**config.mk**
```make
export PLATFORM = sky130hd
export DESIGN_NAME = mem_bank_rw
export DESIGN_NICKNAME = d
export VERILOG_FILES = /design/src/rtl/mem_bank_rw.sv
export SDC_FILE = /design/constraint.sdc
export NUM_CORES = 1
export LEC_CHECK = 0
export ABC_CLOCK_PERIOD_IN_PS = 3200
export CORE_MARGIN = 5
export CORE_UTILIZATION = 45
export CTS_BUF_LIST = sky130_fd_sc_hd__clkbuf_4
export DETAILED_ROUTE_END_ITERATION = 12
export GPL_TIMING_DRIVEN = 0
export PLACE_DENSITY = 0.67
export RECOVER_POWER = 50
export SKIP_LAST_GASP = 1
export SYNTH_ARGS = -nofsm -noshare
export SYNTH_HDL_FRONTEND = slang
export SYNTH_SLANG_ARGS = --single-unit
```
**constraint.sdc**
```tcl
create_clock -name clk -period 3.2 [get_ports clk]
set_clock_uncertainty 0.05 [all_clocks]
set_input_delay 0.96 -clock clk [delete_from_list [all_inputs] [get_ports clk]]
set_output_delay 0.96 -clock clk [all_outputs]
set_load 0.02 [all_outputs]
```
**src/rtl/mem_bank_rw.sv**
```systemverilog
// Parametrised single-port register-file memory with byte-lane strobes, a pipelined
// read path (RD_LAT 1 or 2), out-of-range error pulses and a sequential soft-clear engine.
module mem_bank_rw #(
    parameter int DATA_W = 16,
    parameter int DEPTH  = 4,
    parameter int ADDR_W = 8,
    parameter int RD_LAT = 1
) (
    input  logic                clk,
    input  logic                rstn,
    input  logic                sel,
    input  logic                wr,
    input  logic [ADDR_W-1:0]   addr,
    input  logic [DATA_W-1:0]   wdata,
    input  logic [DATA_W/8-1:0] wstrb,
    input  logic                clr,
    output logic [DATA_W-1:0]   rdata,
    output logic                rvalid,
    output logic                err,
    output logic                busy
);
    localparam int LANES = DATA_W / 8;

    typedef enum logic {IDLE, CLEAR} state_t;

    typedef struct packed {
        logic              vld;
        logic              err;
        logic [DATA_W-1:0] data;
    } rd_stage_t;

    state_t                  state, state_nx;
    logic [ADDR_W-1:0]       clr_idx, clr_idx_nx;
    logic                    acc, in_range, wr_acc;
    logic [ADDR_W-1:0]       waddr;
    logic [LANES-1:0]        lane_we;
    logic [LANES-1:0][7:0]   rword;
    rd_stage_t               rd_req;
    rd_stage_t [RD_LAT:1]    rd_pipe;
    logic                    wr_err_q;

    assign busy     = (state == CLEAR);
    // clr has priority over a same-cycle access, so it also blocks acceptance
    assign acc      = sel & ~busy & ~clr;
    assign in_range = 32'(addr) < 32'(DEPTH);
    assign wr_acc   = acc & wr & in_range;
    assign waddr    = busy ? clr_idx : addr;
    assign lane_we  = {LANES{busy}} | ({LANES{wr_acc}} & wstrb);

    for (genvar b = 0; b < LANES; b++) begin : g_lane
        logic [7:0] mem [DEPTH];
        logic [7:0] wbyte, rbyte;

        assign wbyte = busy ? 8'h00 : wdata[8*b +: 8];

        always_ff @(posedge clk) begin
            if (!rstn) begin
                for (int e = 0; e < DEPTH; e++) mem[e] <= '0;
            end else if (lane_we[b]) begin
                for (int e = 0; e < DEPTH; e++)
                    if (waddr == ADDR_W'(e)) mem[e] <= wbyte;
            end
        end

        // no entry matches an out-of-range address, so the read byte falls back to 0
        always_comb begin
            rbyte = '0;
            for (int e = 0; e < DEPTH; e++)
                if (addr == ADDR_W'(e)) rbyte = mem[e];
        end

        assign rword[b] = rbyte;
    end

    always_comb begin
        state_nx   = state;
        clr_idx_nx = clr_idx;
        case (state)
            IDLE: begin
                if (clr) begin
                    state_nx   = CLEAR;
                    clr_idx_nx = '0;
                end
            end
            CLEAR: begin
                if (clr_idx == ADDR_W'(DEPTH - 1)) begin
                    state_nx   = IDLE;
                    clr_idx_nx = '0;
                end else begin
                    clr_idx_nx = clr_idx + ADDR_W'(1);
                end
            end
            default: state_nx = IDLE;
        endcase
    end

    always_comb begin
        rd_req.vld  = acc & ~wr;
        rd_req.err  = acc & ~wr & ~in_range;
        rd_req.data = (acc & ~wr) ? rword : '0;
    end

    always_ff @(posedge clk) begin
        if (!rstn) begin
            state    <= IDLE;
            clr_idx  <= '0;
            rd_pipe  <= '0;
            wr_err_q <= 1'b0;
        end else begin
            state    <= state_nx;
            clr_idx  <= clr_idx_nx;
            wr_err_q <= acc & wr & ~in_range;
            rd_pipe[1] <= rd_req;
            for (int s = 2; s <= RD_LAT; s++) rd_pipe[s] <= rd_pipe[s-1];
        end
    end

    assign rvalid = rd_pipe[RD_LAT].vld;
    assign rdata  = rd_pipe[RD_LAT].data;
    assign err    = rd_pipe[RD_LAT].err | wr_err_q;

endmodule

```
Yosys cells after proc, flatten, opt, wreduce, memory -nomap -nowiden
Memories as Yosys holds them, arrays and structs flattened.
Index checks and enable logic that the tools add are counted.
{"block": "totals", "ram_bits": 64, "input_bits": 31, "elab_cells": 97, "latchBits": 0, "memories": 2, "ff_bits": 28, "mem_bits_ro": 0}
{"block": "classes", "eq_ne": 8, "shifts": 0, "magnitude_cmp": 1, "reduce_logical": 3, "div_mod_pow": 0, "n_bitwise": 22, "n_addsub": 1, "mul": 0, "mux": 54}
{"memory": "g_lane[0].mem", "words": 4, "word_bits": 8, "read_ports": 4, "rd_ports_with_merged_regs": 0, "write_ports": 4, "line": "51", "source": "logic [7:0] mem [DEPTH];"}
{"memory": "g_lane[1].mem", "words": 4, "word_bits": 8, "read_ports": 4, "rd_ports_with_merged_regs": 0, "write_ports": 4, "line": "51"}
{"op": "$mux W8", "count": 21}
{"op": "$eq A8 B2 Y1 const B", "count": 5}
{"op": "$mux W1", "count": 31}
{"op": "$eq A8 B1 Y1 const B", "count": 2}
{"op": "$logic_not A8 Y1", "count": 2}
{"op": "$pmux W8 S2", "count": 1}
{"op": "$or A1 B1 Y1", "count": 9}
{"op": "$add A8 B1 Y8 const B", "count": 1}
{"op": "$lt A8 B3 Y1 const B", "count": 1}
{"op": "$and A1 B1 Y1", "count": 7}
{"op": "$not A1 Y1", "count": 4}
{"op": "$and A2 B2 Y2", "count": 1}
{"op": "$ne A2 B2 Y1 const B", "count": 1}
{"op": "$or A2 B2 Y2", "count": 1}
{"op": "$pmux W1 S2", "count": 1}
{"op": "$reduce_and A2 Y1", "count": 1}

Logic depth before layout (Yosys ltp)
{"block": "depth", "ltp_word": 11, "depth_mapped": 7, "mapped_depth_nobuf": 5}

Worst setup path before layout
OpenSTA, ideal clock, no wires.
{"block": "synth_timing", "kind": "input to register", "startpoint": "in addr[7]", "endpoint": "mem g_lane[1].mem[1][0], enable pin", "arrival_time_ps": 2199, "required_ps": 2775, "path_slack_ps": 576, "path_stages": 4, "setup_time_ps": 375, "path_cell_list": "nor4_1 > and4_1 > nor2_1 > a21oi_1"}
{"element": "from (decl)", "line": "13", "source": "input logic [ADDR_W-1:0] addr,"}
{"element": "to (decl)", "line": "51"}

==> flow_summary.ini <==
[outcome]
status = completed

[floorplan]
fp-row-count = 34
fp.coreArea_um2 = 8720
start_util_pct = 46.4
die_w_um = 105
io_pins = 50
dieArea_um2 = 11000
die_y_um = 105

[clock_tree]
cts_resized = 1
ctsHoldBuffers = 0
postCtsSetupRepairBufs = 0
root_buffer = clkbuf_4
tritoncts = yes
clk_pin_slew_ns = 0.13
clock-sinks = 92
numCtsBuffers = 9
htree_levels = 3
clock_path_buffers = 2
clkLatencyLatePin_ns = 0.44

[cells_and_area]
fin_nets = 453
drive_gt1_share_pct = 13.6
fin_util_pct = 54.8
n_antenna_cell = 0
nFillCells = 763
layout_commonest_cell = nor2_1
seq_area_um2 = 2480
area_delta_synth_final_pct = 18.2
multiInputGateArea_um2 = 1350
final_cell_mix = 72 x nor2_1, 64 x edfxtp_1, 34 x nand2_1

[synthesis]
postSynthCellCount = 363
syn_nets = 395
synth_area_um2 = 4040
postSynthAreaPerCell_um2 = 11.1
yosysUniqueCellTypes = 49
synthFlopType = edfxtp_1
yosysTopAreaCell = edfxtp_1
synthArstFlopShare_pct = 0
synth_seq_cells = 92
seq_area_frac_synth_pct = 61.4
yosys-top-cells-area = edfxtp_1 48%, dfxtp_1 14%, nor2_1 6.7%
synth_edf_count = 64
synth_top_area_share_pct = 47.5
yosysWarnings = 0

[setup_path]
critPathMaxFanout = 8
cp-start-kind = input port
cp_top_family = simple AND/OR/NAND/NOR gates
arrival_ns = 3.08
critPathSlowestCell = a21oi_1
cp.required_ns = 3.24
path_class = in -> reg
cp_slowest_stage_delay_ns = 0.65
worstPathCellList = clkdlybuf4s50_1, nor4bb_1, and4_1, nor2_1, a21oi_1
end_kind = flop
worst-path-buf-inv = 1

[detailed_routing]
viasPerCell = 5.43
first_iter_violations = 196
first_pass_iters = 4
antenna_left = 0
vias = 2898
wl_per_cell_um = 16.8
finalWirelength_um = 8960
drc_errors = 0

[sta]
rsz0062_at_grt = yes
fin_crit_sh_pct = 94.9
finalHoldViolations = 0
fmax_mhz = 329
period_minus_slack_ns = 3.04
drv_slew = 0
relSlewSlack_pct = 44.9
worst_pin_slew_ns = 0.823
whs_ns = 0.474
setup_slack_ns = 0.163
setup_viol = 0

[placed_design]
port_buffers = 47
place_congestion = 0.807
detailed_place_hpwl_um = 6140
dp_slack_ns = -0.496

[run]
max_cap_violations = 0

[global_routing]
groute.usage.overall_pct = 16.5
grt_max_degree = 16
grt_pass1_vias = 2904
antenna_found_initial = 0
gr-total-overflow = 0
grt_pass1_wl_um = 14300

[pwr]
p_total_mw = 2.09
power_density_nw_per_um2 = 437
vdd_ir_drop_max_uv = 160
p_leak_nw = 1.75

[min_path]
hold_class = reg -> reg
## flip-flops by register name, summed over array words and instances (netlist names)
signal	flops
busy	1
rd_pipe	1
g_lane.mem	64
rdata	16
rvalid	1
wr_err_q	1
clr_idx	8
## stage by stage
stage	TNS [ns]	instances	cell area, um2
after global routing	-0.0236	534	4780
after CTS	0	534	4760
after detailed placement	-24.43	518	4650
final	0	534	4780
after global placement	-21.00	518	4650
after floorplan	0	363	4040
## logic make-up (layout without fill, tap and decap cells)
group           after synthesis  after routing  share of synthesized area [%]
simple gates                142            142                           16.0
buf+inv                      43            106                           5.73
mux                          17             17                           4.52
compound gates               68             68                           12.1
fa+ha+maj                     1              1                          0.309
flops                        92             92                           61.4
## worst min-delay path, stage by stage (launching register included)
cell	delay, ns
edfxtp_1	0.38
inv_1	0.06
a211oi_1	0.05
## final timing paths
kind | start | end | slack [ns] | depth (start not counted)
worst min register to register | g_lane[0].mem[3][2] | rdata[2] | 0.47 | 2
worst max register to register | clr_idx[3] | g_lane[1].mem[0][2] | 0.58 | 4
worst max-delay path | clr | g_lane[1].mem[0][2] | 0.16 | 5
worst min-delay path | g_lane[0].mem[3][2] | rdata[2] | 0.47 | 2
## power by group
part	switching (mW)	internal (mW)	total [mW]
clock network	0.394	0.156	0.550
registers	0.0134	1.32	1.33
logic	0.123	0.0817	0.205
total	0.531	1.56	2.09
## Yosys cell counts, types with 2 or more instances
library cell,count
nor2_1,72
edfxtp_1,64
nand2_1,33
dfxtp_1,28
buf_4,17
a211oi_1,16
a21oi_1,12
inv_1,11
mux2_2,10
o22ai_1,10
nor2b_1,8
o21ai_0,8
clkbuf_1,7
mux2i_1,7
a311oi_1,6
buf_2,4
nand3_1,4
o21a_1,4
and2_1,3
buf_1,3
a21o_1,2
and3_1,2
and4_1,2
nand2b_1,2
nand3b_1,2
nor3_1,2
nor3b_1,2
## layer usage
layer | track usage, % | wire length [um]
met5 | 0 | 0
met4 | 7.03 | 150
met3 | 3.14 | 619
met2 | 27.2 | 4450
met1 | 21.2 | 3740
## final cells by class
type                            count  area share (%)
Clock buffer                        9            1.41
Clock inverter                      7           0.891
Timing Repair Buffer               47            9.85
Tap cell                          108            2.83
Multi-Input combinational cell    228            28.2
Buffer                             32            3.95
Inverter                           11           0.864
Sequential cell                    92            52.0
(Power assumes the default switching activity.)
